File: src/rtl/bist_pkg.sv
// rtl/bist_pkg.sv - shared types, constants and MISR step function for the adder BIST
package bist_pkg;

    typedef enum logic [1:0] {
        IDLE = 2'd0,
        INIT = 2'd1,
        RUN  = 2'd2,
        DONE = 2'd3
    } bist_state_t;

    // Feedback taps; the controller keeps only the low WIDTH+1 bits.
    localparam int unsigned MISR_POLY_DEFAULT = 32'h13;

    // Largest signature the step function handles (WIDTH up to 8).
    localparam int unsigned MISR_MAX_W = 9;

    // One MISR step on a signature of width+1 bits held right-aligned in a
    // MISR_MAX_W-bit word; bits above the signature are returned as zero.
    function automatic logic [MISR_MAX_W-1:0] misr_next(
        input logic [MISR_MAX_W-1:0] sig,
        input logic [MISR_MAX_W-1:0] poly,
        input logic [MISR_MAX_W-1:0] data,
        input int unsigned           width
    );
        logic [MISR_MAX_W-1:0] mask;
        logic [MISR_MAX_W-1:0] nxt;
        mask = MISR_MAX_W'((10'd1 << (width + 1)) - 10'd1);
        nxt  = (sig << 1) & mask;
        if (sig[4'(width)]) begin
            nxt = nxt ^ (poly & mask);
        end
        return nxt ^ (data & mask);
    endfunction

endpackage

File: src/rtl/rca_adder.sv
// rtl/rca_adder.sv - WIDTH-bit ripple-carry adder built from full-adder cells
//
// Ports:
//   a, b  : WIDTH-bit operands
//   cin   : carry-in
//   sum   : WIDTH-bit sum
//   cout  : carry-out of the top cell
module rca_adder #(
    parameter int WIDTH = 4
) (
    input  logic [WIDTH-1:0] a,
    input  logic [WIDTH-1:0] b,
    input  logic             cin,
    output logic [WIDTH-1:0] sum,
    output logic             cout
);

    logic [WIDTH:0] carry;

    assign carry[0] = cin;

    for (genvar i = 0; i < WIDTH; i++) begin : g_fa
        assign sum[i]     = a[i] ^ b[i] ^ carry[i];
        assign carry[i+1] = (a[i] & b[i]) | (carry[i] & (a[i] ^ b[i]));
    end

    assign cout = carry[WIDTH];

endmodule

File: src/rtl/bist_adder_ctrl.sv
// rtl/bist_adder_ctrl.sv - exhaustive BIST controller around a ripple-carry adder
//
// Purpose: in test mode walks every {a,b,cin} pattern through the adder,
// checks each result against a behavioural sum, counts mismatches and
// compacts the adder outputs into a MISR signature. In normal mode the
// adder is driven from the functional inputs.
//
// Build option: BIST_FAULT_INJECT_EN adds inject_en/inject_bit/inject_val,
// which force one adder output bit to a stuck value in both modes.
//
// Ports:
//   clock, reset        : clock, synchronous active-high reset
//   testmode            : rising edge starts a run, low selects normal mode
//   func_a/b/cin        : functional adder inputs
//   sum, cout           : adder outputs (combinational from the adder inputs)
//   pattern             : current test pattern {a,b,cin}
//   busy, done          : run in progress / run complete
//   fault_detected      : sticky mismatch flag for the current/last run
//   fail_count          : saturating mismatch count
//   signature           : MISR contents
module bist_adder_ctrl
    import bist_pkg::*;
#(
    parameter int          WIDTH      = 4,
    parameter int unsigned MISR_POLY  = MISR_POLY_DEFAULT,
    parameter int          FAIL_CNT_W = 8
) (
    input  logic                    clock,
    input  logic                    reset,
    input  logic                    testmode,
    input  logic [WIDTH-1:0]        func_a,
    input  logic [WIDTH-1:0]        func_b,
    input  logic                    func_cin,
`ifdef BIST_FAULT_INJECT_EN
    input  logic                    inject_en,
    input  logic [$clog2(WIDTH+1)-1:0] inject_bit,
    input  logic                    inject_val,
`endif
    output logic [WIDTH-1:0]        sum,
    output logic                    cout,
    output logic [2*WIDTH:0]        pattern,
    output logic                    busy,
    output logic                    done,
    output logic                    fault_detected,
    output logic [FAIL_CNT_W-1:0]   fail_count,
    output logic [WIDTH:0]          signature
);

    localparam int PW = 2 * WIDTH + 1;
    localparam logic [WIDTH:0] POLY = (WIDTH + 1)'(MISR_POLY);

    bist_state_t           state_q, state_d;
    logic                  testmode_q;
    logic [PW-1:0]         pattern_q, pattern_d;
    logic                  busy_q, busy_d;
    logic                  done_q, done_d;
    logic                  fault_q, fault_d;
    logic [FAIL_CNT_W-1:0] fail_q, fail_d;
    logic [WIDTH:0]        sig_q, sig_d;

    logic [WIDTH-1:0]      cut_a, cut_b;
    logic                  cut_cin;
    logic [WIDTH-1:0]      raw_sum;
    logic                  raw_cout;
    logic [WIDTH:0]        cut_out;
    logic [WIDTH:0]        ref_out;
    logic [MISR_MAX_W-1:0] misr_full;
    logic [WIDTH:0]        misr_step;
    logic                  start;

    assign cut_a   = busy_q ? pattern_q[PW-1:WIDTH+1] : func_a;
    assign cut_b   = busy_q ? pattern_q[WIDTH:1]      : func_b;
    assign cut_cin = busy_q ? pattern_q[0]            : func_cin;

    rca_adder #(.WIDTH(WIDTH)) u_cut (
        .a    (cut_a),
        .b    (cut_b),
        .cin  (cut_cin),
        .sum  (raw_sum),
        .cout (raw_cout)
    );

`ifdef BIST_FAULT_INJECT_EN
    always_comb begin
        cut_out = {raw_cout, raw_sum};
        for (int i = 0; i <= WIDTH; i++) begin
            if (inject_en && (int'(inject_bit) == i)) begin
                cut_out[i] = inject_val;
            end
        end
    end
`else
    assign cut_out = {raw_cout, raw_sum};
`endif

    assign sum  = cut_out[WIDTH-1:0];
    assign cout = cut_out[WIDTH];

    assign ref_out = {1'b0, cut_a} + {1'b0, cut_b} + {{WIDTH{1'b0}}, cut_cin};

    always_comb begin
        misr_full = misr_next(MISR_MAX_W'(sig_q), MISR_MAX_W'(POLY),
                              MISR_MAX_W'(cut_out), WIDTH);
        misr_step = '0;
        for (int i = 0; i <= WIDTH; i++) begin
            misr_step[i] = misr_full[i];
        end
    end

    assign start = testmode & ~testmode_q;

    always_comb begin
        state_d   = state_q;
        pattern_d = pattern_q;
        fault_d   = fault_q;
        fail_d    = fail_q;
        sig_d     = sig_q;

        case (state_q)
            IDLE: begin
                pattern_d = '0;
                if (start) begin
                    state_d = INIT;
                end
            end
            INIT: begin
                if (!testmode) begin
                    state_d   = IDLE;
                    pattern_d = '0;
                end else begin
                    state_d   = RUN;
                    pattern_d = '0;
                    sig_d     = '0;
                    fail_d    = '0;
                    fault_d   = 1'b0;
                end
            end
            RUN: begin
                if (!testmode) begin
                    // Abort: results so far stay visible until the next INIT.
                    state_d   = IDLE;
                    pattern_d = '0;
                end else begin
                    sig_d     = misr_step;
                    if (cut_out != ref_out) begin
                        fault_d = 1'b1;
                        if (fail_q != '1) begin
                            fail_d = fail_q + 1'b1;
                        end
                    end
                    // All-ones wraps the counter back to 0 on the way to DONE.
                    pattern_d = pattern_q + 1'b1;
                    if (pattern_q == '1) begin
                        state_d = DONE;
                    end
                end
            end
            DONE: begin
                if (!testmode) begin
                    state_d = IDLE;
                end
            end
            default: begin
                state_d   = IDLE;
                pattern_d = '0;
            end
        endcase

        busy_d = (state_d == INIT) || (state_d == RUN);
        done_d = (state_d == DONE);
    end

    always_ff @(posedge clock) begin
        if (reset) begin
            state_q    <= IDLE;
            // Reset value high so a testmode level already high when reset
            // releases is not taken as a start; it must go low first.
            testmode_q <= 1'b1;
            pattern_q  <= '0;
            busy_q     <= 1'b0;
            done_q     <= 1'b0;
            fault_q    <= 1'b0;
            fail_q     <= '0;
            sig_q      <= '0;
        end else begin
            state_q    <= state_d;
            testmode_q <= testmode;
            pattern_q  <= pattern_d;
            busy_q     <= busy_d;
            done_q     <= done_d;
            fault_q    <= fault_d;
            fail_q     <= fail_d;
            sig_q      <= sig_d;
        end
    end

    assign pattern        = pattern_q;
    assign busy           = busy_q;
    assign done           = done_q;
    assign fault_detected = fault_q;
    assign fail_count     = fail_q;
    assign signature      = sig_q;

endmodule
File: config.mk
export PLATFORM = sky130hd
export DESIGN_NAME = bist_adder_ctrl
export DESIGN_NICKNAME = d
export VERILOG_FILES = /design/src/rtl/bist_pkg.sv /design/src/rtl/rca_adder.sv /design/src/rtl/bist_adder_ctrl.sv
export SDC_FILE = /design/constraint.sdc
export NUM_CORES = 1
export LEC_CHECK = 0
export CORE_ASPECT_RATIO = 1.2
export CORE_MARGIN = 2
export CORE_UTILIZATION = 50
export CTS_CLUSTER_DIAMETER = 200
export DETAILED_ROUTE_END_ITERATION = 12
export GPL_ROUTABILITY_DRIVEN = 0
export GPL_TIMING_DRIVEN = 0
export PLACE_DENSITY = 0.8
export SYNTH_ARGS = -nofsm -noshare
export SYNTH_HDL_FRONTEND = slang
export SYNTH_HIERARCHICAL = 1
export SYNTH_SLANG_ARGS = --single-unit
File: constraint.sdc
create_clock -name clock -period 4.2 [get_ports clock]
set_input_delay 0.42 -clock clock [delete_from_list [all_inputs] [get_ports clock]]
set_output_delay 0.42 -clock clock [all_outputs]
set_load 0.05 [all_outputs]
==> impl_metrics.json <==
{
  "violations": "DRC",
  "post-route-period-util": 0.937,
  "io_pins": 42,
  "regToRegSetupSlack_ns": 0.27,
  "die_h_um": 69.7,
  "drtIter0Drc": 56,
  "period_minus_slack_ns": 3.93,
  "hold_class": "reg -> reg",
  "ctsRootBufferMaster": "clkbuf_8",
  "fin_ws_ns": 0.265,
  "async_flop_share": 0,
  "power.density_mw_per_mm2": 280,
  "holdPathStages": 2,
  "power.total_uw": 645,
  "skew_ns": 0.00677,
  "cp.required_ns": 4.40,
  "yosys_warnings": 6,
  "portBuffers": 40,
  "cts_buffer_depth": 2,
  "htreeDepth": 1,
  "rr_endpoint": "fail_count[0]",
  "setup_tns_ns": 0,
  "ys_dominant_reg_cell": "dfxtp_1",
  "multi_input_area_mm2": 0.00115,
  "final_nets": 279,
  "crit_path_end_kind": "flip-flop",
  "first_pass_iters": 8,
  "drc": 2,
  "hold_start": "fail_count[5]",
  "wl_met1_um": 1780,
  "vdd_ir_drop_max_uv": 217,
  "placement_rows": 23,
  "grt_pass1_wl_um": 7330,
  "insertion_delay_ns": 0.28,
  "maxSlewViolCount": 0,
  "start_kind": "flip-flop",
  "reg2reg_depth": 16,
  "yosysSeqAreaShare": 0.312,
  "max_freq_mhz": 254,
  "min_to": "fail_count[5]",
  "slowest_stage": "dfxtp_2",
  "status": "finished, violations left",
  "postSynthRegisterBits": 28,
  "crit_top_cell": "fa_1",
  "ant_nets": 0,
  "cts_tree": "done",
  "grt_max_degree": 16,
  "synthDistinctLibCells": 44,
  "postCtsHoldBufs": 0,
  "seq_area_um2": 562,
  "dp_hpwl_um": 3150,
  "highest_layer": "met4",
  "path_buf_inv": 5,
  "final.fill_count": 311,
  "met3_length_um": 217,
  "p_leak_uw": 0.000907,
  "grt-ovfl-total": 0,
  "path_class": "reg -> reg",
  "path_cells": "mux2_2, fa_1, inv_1, fa_1, inv_1, fa_1, inv_1, fa_1, clkinvlp_4, xor2_1, a21oi_1, a2111o_1, nor2b_4, buf_6, a221o_1, o31ai_1",
  "grt_pass1_vias": 1613,
  "start_util": 0.529,
  "dieArea_mm2": 0.00409,
  "synth-edff-count": 0,
  "met2_length_um": 2130,
  "maxCapViolations": 0,
  "routedWlPerCell_um": 14.4,
  "setup_viol": 0,
  "rsz0062_at_grt": "false",
  "r2r-start": "busy",
  "clk_pin_slew_ns": 0.09,
  "cts_buffers": 3,
  "hold_viol_final": 0,
  "viasPerCell": 5.77,
  "core_mm2": 0.00340,
  "chipWidth_um": 58.7,
  "syn_nets": 235,
  "avgSynthCellArea_um2": 8.56,
  "critical_path_arrival_ns": 4.13,
  "track_usage": 0.225,
  "dp_slack_ns": 0.0187,
  "n_antenna_cell": 0,
  "crit_family": "adder cells",
  "cts.sinks": 28,
  "cpPeakStageDelay_ns": 0.47,
  "syn_inst": 210,
  "vias": 1674,
  "drt_wl_total_um": 4170,
  "antenna_found_initial": 0,
  "tightest_slew_ns": 0.624,
  "relSlewSlack": 0.582,
  "cp_max_fo": 10,
  "drive_gt1_frac": 0.0751,
  "syn_area_mm2": 0.00180,
  "syn2layout_area_growth_pct": 28.1
}
## layout make-up
| cell class | count | share of cell area |
|---|---|---|
| multi-input cells | 162 | 0.501 |
| plain buffers | 8 | 0.0163 |
| repair buffers | 40 | 0.175 |
| well taps | 37 | 0.0201 |
| flip-flops and latches | 28 | 0.244 |
| clock buffers | 4 | 0.0239 |
| inverters | 11 | 0.0196 |
## cell families after synthesis
logic type | share of synthesized area
AND/OR/NAND/NOR | 0.239
AO/OA/AOI/OAI | 0.153
flip-flops | 0.312
buffers and inverters | 0.0459
adder cells (fa/ha/maj) | 0.116
multiplexers | 0.0731
XOR/XNOR | 0.0612
## worst max-delay path by stage
| stage | depth (start not counted) | from | slack [ns] | end |
|---|---|---|---|---|
| 6_report | 16 | busy | 0.27 | fail_count[0] |
| 3_5_place_dp | 17 | func_a[0] | 0.02 | fail_count[0] |
| 2_1_floorplan | 17 | busy | 0.004 | fail_count[0] |
| 4_1_cts | 11 | busy | 0.03 | sum[3] |
| 5_1_grt | 16 | busy | 0.01 | fail_count[0] |
| 3_3_place_gp | 17 | func_a[0] | 0.04 | fail_count[0] |
## sequential cells by signal, indices dropped and copies added (netlist names)
signal,flops
busy,1
done,1
fail_count,8
fault_detected,1
pattern,9
signature,5
state_q,2
testmode_q,1
## per-stage QoR
stage	std cells	hold slack [ns]	instance area, µm²	util
global placement	287	0.482	2250	0.663
finish	290	0.498	2300	0.678
detailed placement	287	0.491	2250	0.663
CTS	291	0.496	2310	0.679
floorplan	210	0.594	1800	-
global route	290	0.543	2300	0.678
## cells in the mapped netlist (all sizes together) (6+ instances only)
cell type   n  area, µm²
nand3       8       40.0
nand2      19       71.3
inv        11       41.3
clkbuf      8       30.0
o21ai       8       40.0
dfxtp      28        561
a22oi      10       75.1
a21oi       9       45.0
fa          6        120
ha          7       87.6
mux2        9        101
and3        6       37.5
nor2b       8       57.6
nor2       24       97.6
## layout by cell type, fill, tap and decap left out, types with 2 or more instances in the layout
cell,count
clkbuf_8,4
fa_1,6
ha_1,7
nand2b_1,3
dfxtp_1,27
mux2i_1,3
nand2_1,19
a22oi_1,10
or3_1,5
nor2b_1,7
nor3_1,4
clkbuf_1,7
clkdlybuf4s50_1,39
o21ai_1,4
mux2_2,9
inv_1,10
xor2_1,5
a21o_1,3
nand4_1,2
nand3_1,8
nor2_1,23
o21ai_0,4
and3_1,6
xnor2_1,5
a21oi_1,9
## where the power goes
part	leakage (µW)	internal [µW]	total (µW)	switching [µW]
Sequential	0.000226	267	270	2.47
Clock	0.0000288	84.1	171	87.2
Combinational	0.000652	87.6	204	116
Total	0.000907	439	645	206
## worst register-to-register path, stage by stage, from the launching register on
cell and delay [ns]:
dfxtp_2 0.47, mux2_2 0.41, fa_1 0.42, inv_1 0.08, fa_1 0.16, inv_1 0.05, fa_1 0.36, inv_1 0.08
fa_1 0.44, clkinvlp_4 0.11, xor2_1 0.17, a21oi_1 0.07, a2111o_1 0.41, nor2b_4 0.15, buf_6 0.13, a221o_1 0.31
o31ai_1 0.06
## layer usage
metal / GRT usage / vias to the layer above
li1: - / 820
met1: 0.292 / 801
met2: 0.370 / 49
met3: 0.0299 / 4
met4: 0.0859 / 0
met5: 0 / -
## timing repair
item,CTS,global route
setup endpoints to repair,0,2
resized for setup,0,1
buffers inserted,0,0
Note: power is estimated with default switching activity, not from simulation.
==> RTL edit: new RTL, same flow settings <==
The option `BIST_FAULT_INJECT_EN` is turned on by a define.
--- a/src/rtl/bist_adder_ctrl.sv
+++ b/src/rtl/bist_adder_ctrl.sv
@@ -18,6 +18,8 @@
 //   fault_detected      : sticky mismatch flag for the current/last run
 //   fail_count          : saturating mismatch count
 //   signature           : MISR contents
+`define BIST_FAULT_INJECT_EN
+
 module bist_adder_ctrl
     import bist_pkg::*;
 #(
Interface: changed (added inject_bit, inject_en and inject_val); port bits go from 42 to 47. The function was not compared with the original's and may differ.
==> RTL edit against the original RTL <==
- die area increased by 13%
- first-iteration DRC count increased by 98%
- total power increased by 7.9%
- count of clock-buffer cells in the layout unchanged
- wire length increased by 18%
- clock skew decreased by 4.3 ps
- final area increased by 14%
- worst setup slack got worse by 23 ps
- critical path depth decreased by 4
- sequential cell count unchanged
- synthesized area increased by 14%
- critical endpoint is now sum[3]
==> RTL edit: results (changes against the original RTL) <==
[outcome]
run_status = complete, no violations

[pwr]
p_leak_nw = 1.038  ; +14%
ir_worst_vdd_uv = 124.7  ; -42%

[setup_path]
path_max_fanout = 10  ; unchanged
slowest_delay_ps = 530  ; +60 ps
cp_slowest_cell = dlygate4sd2_1
cp_top_family = adder cells
arrival_ps = 3540  ; -590 ps

[clock_network]
cts_resized = 2  ; +2
clockBufferDepth = 2  ; unchanged
clk_pin_slew_worst_paths_ps = 100
cts_setup_buffers = 0  ; unchanged
worstSkewPairLatency_ps = 280  ; about the same
cts_max_level = 1  ; unchanged
clock-root-buffer = clkbuf_8
numCtsBuffers = 3  ; unchanged

[yosys]
ys.flop_type = dfxtp_1
yosysUniqueCellTypes = 52  ; +18%
yosysWarnings = 6  ; unchanged
syn_inst = 240  ; +14%
synth.top_cells.by_count = dfxtp_1 (28), nor2_1 (20), a21oi_1 (17), inv_1 (17), nand2_1 (12)
yosys-top-cells-area = dfxtp_1 (27%), fa_1 (5.8%), mux2_2 (4.9%)
ys_async_sr_fraction_pct = 0  ; unchanged
syn_nets = 270  ; +15%
ys_seq_area_share_pct = 27.27  ; -3.9 points

[place]
placed_area_um2 = 2574  ; +14%
port_buffers = 45  ; +13%
dp_hpwl_um = 3844  ; +22%
dp_worst_setup_slack_ps = -28.94  ; -47.64 ps

[grt]
grt_max_degree = 16  ; unchanged
grt_first_pass_wirelength_um = 8459  ; +15%
grt_usage_pct = 22.69  ; +0.21 points
antenna_found_initial = 0  ; unchanged

[drt]
met3RoutedLength_um = 257  ; +18%
drt_iter0_markers = 111  ; +98%
vias = 1932  ; +15%
wl_met1_um = 2083  ; +17%
wl_met2_um = 2491  ; +17%
wl_per_cell_um = 14.41  ; +0.21%
drt_first_pass_iters = 4  ; -4

[worst_hold_path]
hp-class = reg2reg

[layout]
fin_cells = 342  ; +18%
drive_gt1_share_pct = 10.07  ; +2.6 points
fin_nets = 319  ; +14%
antenna_cells = 0  ; unchanged
nFillCells = 354  ; +14%
largest_reg_flops = 9  ; unchanged

[timing]
worst_pin_slew_ps = 706.3  ; +82.41 ps
skew_ps = 2.433  ; -4.334 ps

[floorplanning]
die_x_um = 62.54  ; +6.5%

==> RTL edit: cell count changes in the layout (fill, tap and decap cells not counted), sizes merged, moves of 4 or more <==
cell | before | now
xnor2 | 5 | 10
nor4 | 1 | 5
nand2 | 19 | 13
a21oi | 9 | 17
a22oi | 10 | 6
inv | 10 | 17
a21o | 3 | 9
nor2 | 24 | 20
or3 | 5 | 1
clkdlybuf4s50 | 39 | 43
==> RTL edit: cells by family after synthesis <==
logic type / synth area share [%]
compound gates: 19.78
xor+xnor: 5.539
fa+ha+maj: 10.10
buf+inv: 6.147
flops: 27.27
mux: 8.460
simple gates: 22.70
==> RTL edit: area by class of cell <==
| type | instances | area, um2 | area share, % |
|---|---|---|---|
| Buffer | 10 | 55.05 | 2.095 |
| Clock buffer | 4 | 55.05 | 2.095 |
| Timing Repair Buffer | 45 | 451.7 | 17.19 |
| Tap cell | 54 | 67.56 | 2.571 |
| Inverter | 18 | 67.56 | 2.571 |
| Multi-Input combinational cell | 183 | 1369 | 52.10 |
| Sequential cell | 28 | 561.8 | 21.38 |
==> RTL edit: per-layer routing <==
layer  global-route usage (%)  up-vias
li1                         -      949
met1                    26.13      910
met2                    43.01       64
met3                    3.480        9
met4                    8.395        0
met5                        0        -
==> RTL edit: report_power, final <==
group | switching (mW) | internal, mW
Combinational | 0.153 | 0.103
Sequential | 0.00285 | 0.267
Clock | 0.0859 | 0.0841
Total | 0.242 | 0.454
==> RTL edit: worst paths after layout <==
check / start / endpoint / slack (ps) / cells past startpoint
setup / recovery: busy / sum[3] / 240 / 12
hold / removal: fail_count[1] / fail_count[1] / 520 / 2
setup reg to reg: busy / fail_count[6] / 370 / 15
hold reg to reg: fail_count[1] / fail_count[1] / 520 / 2
